**src/rtl/soc_system_fpga_dsp_byte_tx.sv**
```systemverilog
// -----------------------------------------------------------------------------
// soc_system_fpga_dsp_byte_tx
//
// Avalon-MM slave that forwards bytes from the HPS to the DSP fabric. Each
// write to address 0 is queued in a small FIFO. The FIFO head is offered to the
// DSP consumer with a valid/ready handshake.
//
// Register map (readdata is registered and reloaded every cycle):
//   0  W: push writedata[7:0]    R: current out_port, zero-extended
//   1  R: {16'h0, occupancy[7:0], 5'h0, overflow, full, empty}
//   2  RW: bit0 enable, bit1 flush (write-1 action, reads 0), bit2 irq_en
//   3  W: any write clears overflow   R: 0
//
// Ports:
//   clk          sole clock, rising edge
//   reset_n      asynchronous active-low reset
//   address      register select
//   chipselect   slave select
//   write_n      active-low write strobe, qualified by chipselect
//   writedata    write data
//   readdata     registered read data
//   out_port     byte toward the DSP logic
//   out_valid    out_port holds an unconsumed byte
//   out_ready    DSP consumer accepts the byte this cycle
//   irq          FIFO-empty interrupt (only with DSP_BYTE_TX_IRQ_EN)
//
// Build option:
//   DSP_BYTE_TX_IRQ_EN  adds the irq port and the irq_en control bit. Without
//                       it, control bit 2 reads 0 and ignores writes.
// -----------------------------------------------------------------------------
module soc_system_fpga_dsp_byte_tx #(
   parameter int FIFO_DEPTH = 8,
   parameter int LEVEL_W    = $clog2(FIFO_DEPTH) + 1
) (
   input  logic        clk,
   input  logic        reset_n,
   input  logic [1:0]  address,
   input  logic        chipselect,
   input  logic        write_n,
   input  logic [31:0] writedata,
   output logic [31:0] readdata,
   output logic [7:0]  out_port,
   output logic        out_valid,
   input  logic        out_ready
`ifdef DSP_BYTE_TX_IRQ_EN
   ,
   output logic        irq
`endif
);

   localparam int PTR_W = $clog2(FIFO_DEPTH);

   logic [7:0]         mem_q [FIFO_DEPTH];
   logic [PTR_W-1:0]   wr_ptr_q, wr_ptr_d;
   logic [PTR_W-1:0]   rd_ptr_q, rd_ptr_d;
   logic [LEVEL_W-1:0] level_q, level_d;
   logic               enable_q, enable_d;
   logic               overflow_q, overflow_d;
   logic [7:0]         hold_q, hold_d;
   logic [31:0]        readdata_q, readdata_d;

   logic               wr_stb, wr_data, wr_ctrl, wr_clr;
   logic               flush, push, pop;
   logic               empty, full;
   logic [7:0]         head;
   logic [7:0]         occ;
   logic               irq_en_bit;
   logic               unused_wdata;

   assign unused_wdata = ^writedata[31:8];

   assign wr_stb  = chipselect && !write_n;
   assign wr_data = wr_stb && (address == 2'd0);
   assign wr_ctrl = wr_stb && (address == 2'd2);
   assign wr_clr  = wr_stb && (address == 2'd3);
   assign flush   = wr_ctrl && writedata[1];

   assign empty   = (level_q == '0);
   assign full    = (level_q == LEVEL_W'(FIFO_DEPTH));
   assign head    = mem_q[rd_ptr_q];

   assign out_valid = enable_q && !empty;
   assign pop       = out_valid && out_ready;
   // Between transfers the port keeps showing the last byte consumed.
   assign out_port  = out_valid ? head : hold_q;

   // A pop on the same edge frees the slot, so a full FIFO still accepts.
   // Flush discards any concurrent push.
   assign push = wr_data && !flush && (!full || pop);

   assign occ = 8'(level_q);

`ifdef DSP_BYTE_TX_IRQ_EN
   logic irq_en_q, irq_en_d;
   logic irq_q;

   assign irq_en_bit = irq_en_q;
   assign irq        = irq_q;

   always_comb begin
      irq_en_d = irq_en_q;
      if (wr_ctrl) begin
         irq_en_d = writedata[2];
      end
   end

   always_ff @(posedge clk or negedge reset_n) begin
      if (!reset_n) begin
         irq_en_q <= 1'b0;
         irq_q    <= 1'b0;
      end else begin
         irq_en_q <= irq_en_d;
         irq_q    <= irq_en_q && empty;
      end
   end
`else
   assign irq_en_bit = 1'b0;
`endif

   always_comb begin
      wr_ptr_d   = wr_ptr_q;
      rd_ptr_d   = rd_ptr_q;
      level_d    = level_q;
      enable_d   = enable_q;
      overflow_d = overflow_q;
      hold_d     = hold_q;
      readdata_d = 32'h0;

      if (pop) begin
         hold_d = head;
      end

      if (flush) begin
         wr_ptr_d = '0;
         rd_ptr_d = '0;
         level_d  = '0;
      end else begin
         if (push) begin
            wr_ptr_d = wr_ptr_q + PTR_W'(1);
         end
         if (pop) begin
            rd_ptr_d = rd_ptr_q + PTR_W'(1);
         end
         case ({push, pop})
            2'b10:   level_d = level_q + LEVEL_W'(1);
            2'b01:   level_d = level_q - LEVEL_W'(1);
            default: level_d = level_q;
         endcase
      end

      if (wr_data && full && !pop && !flush) begin
         overflow_d = 1'b1;
      end
      if (wr_clr) begin
         overflow_d = 1'b0;
      end

      if (wr_ctrl) begin
         enable_d = writedata[0];
      end

      case (address)
         2'd0:    readdata_d = {24'h0, out_port};
         2'd1:    readdata_d = {16'h0, occ, 5'h0, overflow_q, full, empty};
         2'd2:    readdata_d = {29'h0, irq_en_bit, 1'b0, enable_q};
         default: readdata_d = 32'h0;
      endcase
   end

   always_ff @(posedge clk or negedge reset_n) begin
      if (!reset_n) begin
         wr_ptr_q   <= '0;
         rd_ptr_q   <= '0;
         level_q    <= '0;
         enable_q   <= 1'b0;
         overflow_q <= 1'b0;
         hold_q     <= 8'h00;
         readdata_q <= 32'h0;
      end else begin
         wr_ptr_q   <= wr_ptr_d;
         rd_ptr_q   <= rd_ptr_d;
         level_q    <= level_d;
         enable_q   <= enable_d;
         overflow_q <= overflow_d;
         hold_q     <= hold_d;
         readdata_q <= readdata_d;
      end
   end

   // Storage needs no reset: nothing is visible until a push fills a slot.
   always_ff @(posedge clk) begin
      if (push) begin
         mem_q[wr_ptr_q] <= writedata[7:0];
      end
   end

   assign readdata = readdata_q;

endmodule
```
**config.mk**
```make
export PLATFORM = sky130hd
export DESIGN_NAME = soc_system_fpga_dsp_byte_tx
export DESIGN_NICKNAME = d
export VERILOG_FILES = /design/src/rtl/soc_system_fpga_dsp_byte_tx.sv
export SDC_FILE = /design/constraint.sdc
export NUM_CORES = 1
export LEC_CHECK = 0
export CAP_MARGIN = 30
export CORE_UTILIZATION = 51
export CTS_CLUSTER_DIAMETER = 40
export DETAILED_ROUTE_END_ITERATION = 10
export DONT_BUFFER_PORTS = 1
export PLACE_DENSITY_LB_ADDON = 0.15
export SLEW_MARGIN = 30
export SYNTH_ARGS = -nofsm -noshare
export SYNTH_HDL_FRONTEND = slang
export SYNTH_SLANG_ARGS = --single-unit
```
**constraint.sdc**
```tcl
create_clock -name clk -period 2.8 [get_ports clk]
set_input_delay 0 -clock clk [delete_from_list [all_inputs] [get_ports clk]]
set_output_delay 0 -clock clk [all_outputs]
set_load 0.005 [all_outputs]
```
==> metrics.csv <==
metric,value,unit
Slew Limit Fails,0,
Static Leak,0.00178,uW
largest net degree at the start of global routing,33,
Initial Util,0.537,
die width,92.9,um
initial antenna violation count,0,
first-pass GRT wire length,12100,um
Power Density,818,nW/um^2
Worst-Skew Late Latency,0.35,ns
fill count,620,
Post-Syn Area,4220,um^2
Cell Int Power,2530,uW
Final Setup Violations,0,
synthesis-to-layout area growth,9.08,%
DR vias,2285,
diode count,0,
sequential share of the synthesized area,0.646,
CTS tree,yes,
synth unique cells,43,
"Clk pin slew, worst setup/hold paths",0.09,ns
Worst-Margin Slew,0.704,ns
# DRC,0,
DR vias/cell,5.33,
crit-path max FO,7,
I/O pin count,80,
nets,366,
"FFs w/ async S/R, synth",0.333,
endpoint class of the critical path,flip-flop,
I/O Buffers,0,
H-Tree Level Count,3,
Core Region,7850,um^2
RSZ-0062 raised after global routing,no,
Hold Path Class,in -> reg,
maximum clock frequency,433,MHz
DRT antenna net count,0,
net switching power,1230,uW
Root Driver,clkbuf_8,
worst setup margin,0.490,ns
crit path DAT,2.58,ns
clock share of power,0.209,
clk sinks,96,
sequential standard cell area,2720,um^2
footprint of the multi-input gates,1320,um^2
sequential group share of total power,0.496,
"worst slack, placed",0.492,ns
post_cts resized,0,
Synth warnings,0,
DR pass1 iterations,4,
#FFs+latches synth,96,
top_reg_cell synth,edfxtp_1,
Die Ht,92.9,um
Max IR drop VDD,0.000476,V
vias in the first global route,2250,
crit share post-route,0.825,
critical path class,reg -> reg,
Required @ worst endpoint,3.07,ns
final hold vios,0,
Tmin final,2.31,ns
final WL,7490,um
Setup crit start kind,flip-flop,
grt ovf,0,
maxcap violations,0,
Post-DP HPWL,4970,um
Initial DRC Count,165,
layout cell share with drive strength beyond 1,0.168,
cts bufs inserted,9,
average cell area after synthesis,14.4,um^2
Setup TNS,0,ns
Logic pwr share,0.295,
DIE AREA,8640,um^2
GRT Util Overall,0.192,
"EDFF count, synth",64,
# rows,32,
routability cong.,0.770,
Final Skew,0.0128,ns
headroom to the max-slew limit,0.531,
Mapped Cells,293,
DR WL/cell,17.4,um
outcome,completed,
worst-case clock buffer depth,2,
Sw Share,0.326,
## worst max-delay path: stages (launching register included)
cell     delay (ns)
dfrtp_1        0.50
nor4_1         0.12
nor3_1         0.58
ha_1           0.39
a21oi_1        0.18
a22oi_1        0.09
a22oi_1        0.18
mux2i_1        0.20
## registers in the layout, indices dropped and copies added (netlist names)
| name | flops |
|---|---|
| overflow_q | 1 |
| hold_q | 8 |
| level_q | 4 |
| wr_ptr_q | 3 |
| enable_q | 1 |
| readdata | 12 |
| mem_q | 64 |
| rd_ptr_q | 3 |
## synthesized netlist by cell type (4+ instances only)
cell type / n / area (um^2)
nand2b_1: 7 / 43.8
dfrtp_1: 32 / 801
nand2_1: 40 / 150
mux4_2: 12 / 270
nor3_1: 8 / 40.0
nor2_1: 31 / 116
ha_1: 4 / 50.1
mux2_2: 7 / 78.8
mux2i_1: 9 / 90.1
edfxtp_1: 64 / 1920
o21ai_0: 8 / 40.0
buf_4: 20 / 150
## through the flow
step,total power (uW),instances,hold slack [ns],util,cell area (um^2)
finish,3760,429,0.0427,0.586,4600
global route,4010,429,0.0557,0.586,4600
CTS,3800,429,0.0352,0.586,4600
detailed placement,2980,399,-0.295,0.545,4280
global placement,2940,399,-0.295,0.545,4280
floorplan,2800,312,-0.296,-,4290
## final timing paths
kind	start	endpoint	slack, ns	cells past startpoint
setup reg to reg	level_q[1]	level_q[3]	0.49	7
hold / removal	writedata[1]	wr_ptr_q[2]	0.04	2
max in group asynchronous	reset_n	wr_ptr_q[2]	2.54	2
hold reg to reg	hold_q[3]	hold_q[3]	0.48	2
setup / recovery	level_q[1]	level_q[3]	0.49	7
min in group asynchronous	reset_n	level_q[2]	0.08	2
## per-layer routing
layer  vias up  track usage  part of all wire
li1       1086            -                 -
met1      1128        0.253              0.45
met2        64        0.324              0.50
met3         7       0.0443             0.046
met4         0       0.0500            0.0098
met5         -            0                 0
## cells by family after synthesis
kind of cell    synth area share
fa+ha+maj                 0.0166
buf+inv                   0.0591
flops                      0.646
other cells             0.000889
simple gates               0.113
mux                        0.123
xor+xnor                 0.00623
compound gates            0.0356
## power groups by stage
stage	logic (uW)	registers [uW]	clock network [uW]
floorplan	973	1830	0
global placement	1060	1890	0
detailed placement	1080	1900	0
CTS	1130	1870	808
global route	1240	1910	862
finish	1110	1860	786
## placed cells by master (no fill, tap or decap), drive strengths merged, types with 9 or more instances in the layout
cell	n
buf	14
clkbuf	10
conb	20
dfrtp	32
dlygate4sd3	13
edfxtp	64
mux2i	9
mux4	15
nand2	41
nor2	31
## repair_timing
action / CTS / global route
endpoints found under the hold margin: 112 / 0
buffers inserted: 0 / 0
hold buffers: 14 / 0
## area by class of cell
type	count	share of cell area
Sequential cell	96	0.592
Multi-Input combinational cell	185	0.286
Timing Repair Buffer	27	0.0539
Clock buffer	10	0.0277
Tap cell	102	0.0277
Clock inverter	6	0.00952
Inverter	3	0.00299
Note: power is estimated with default switching activity, not from simulation.
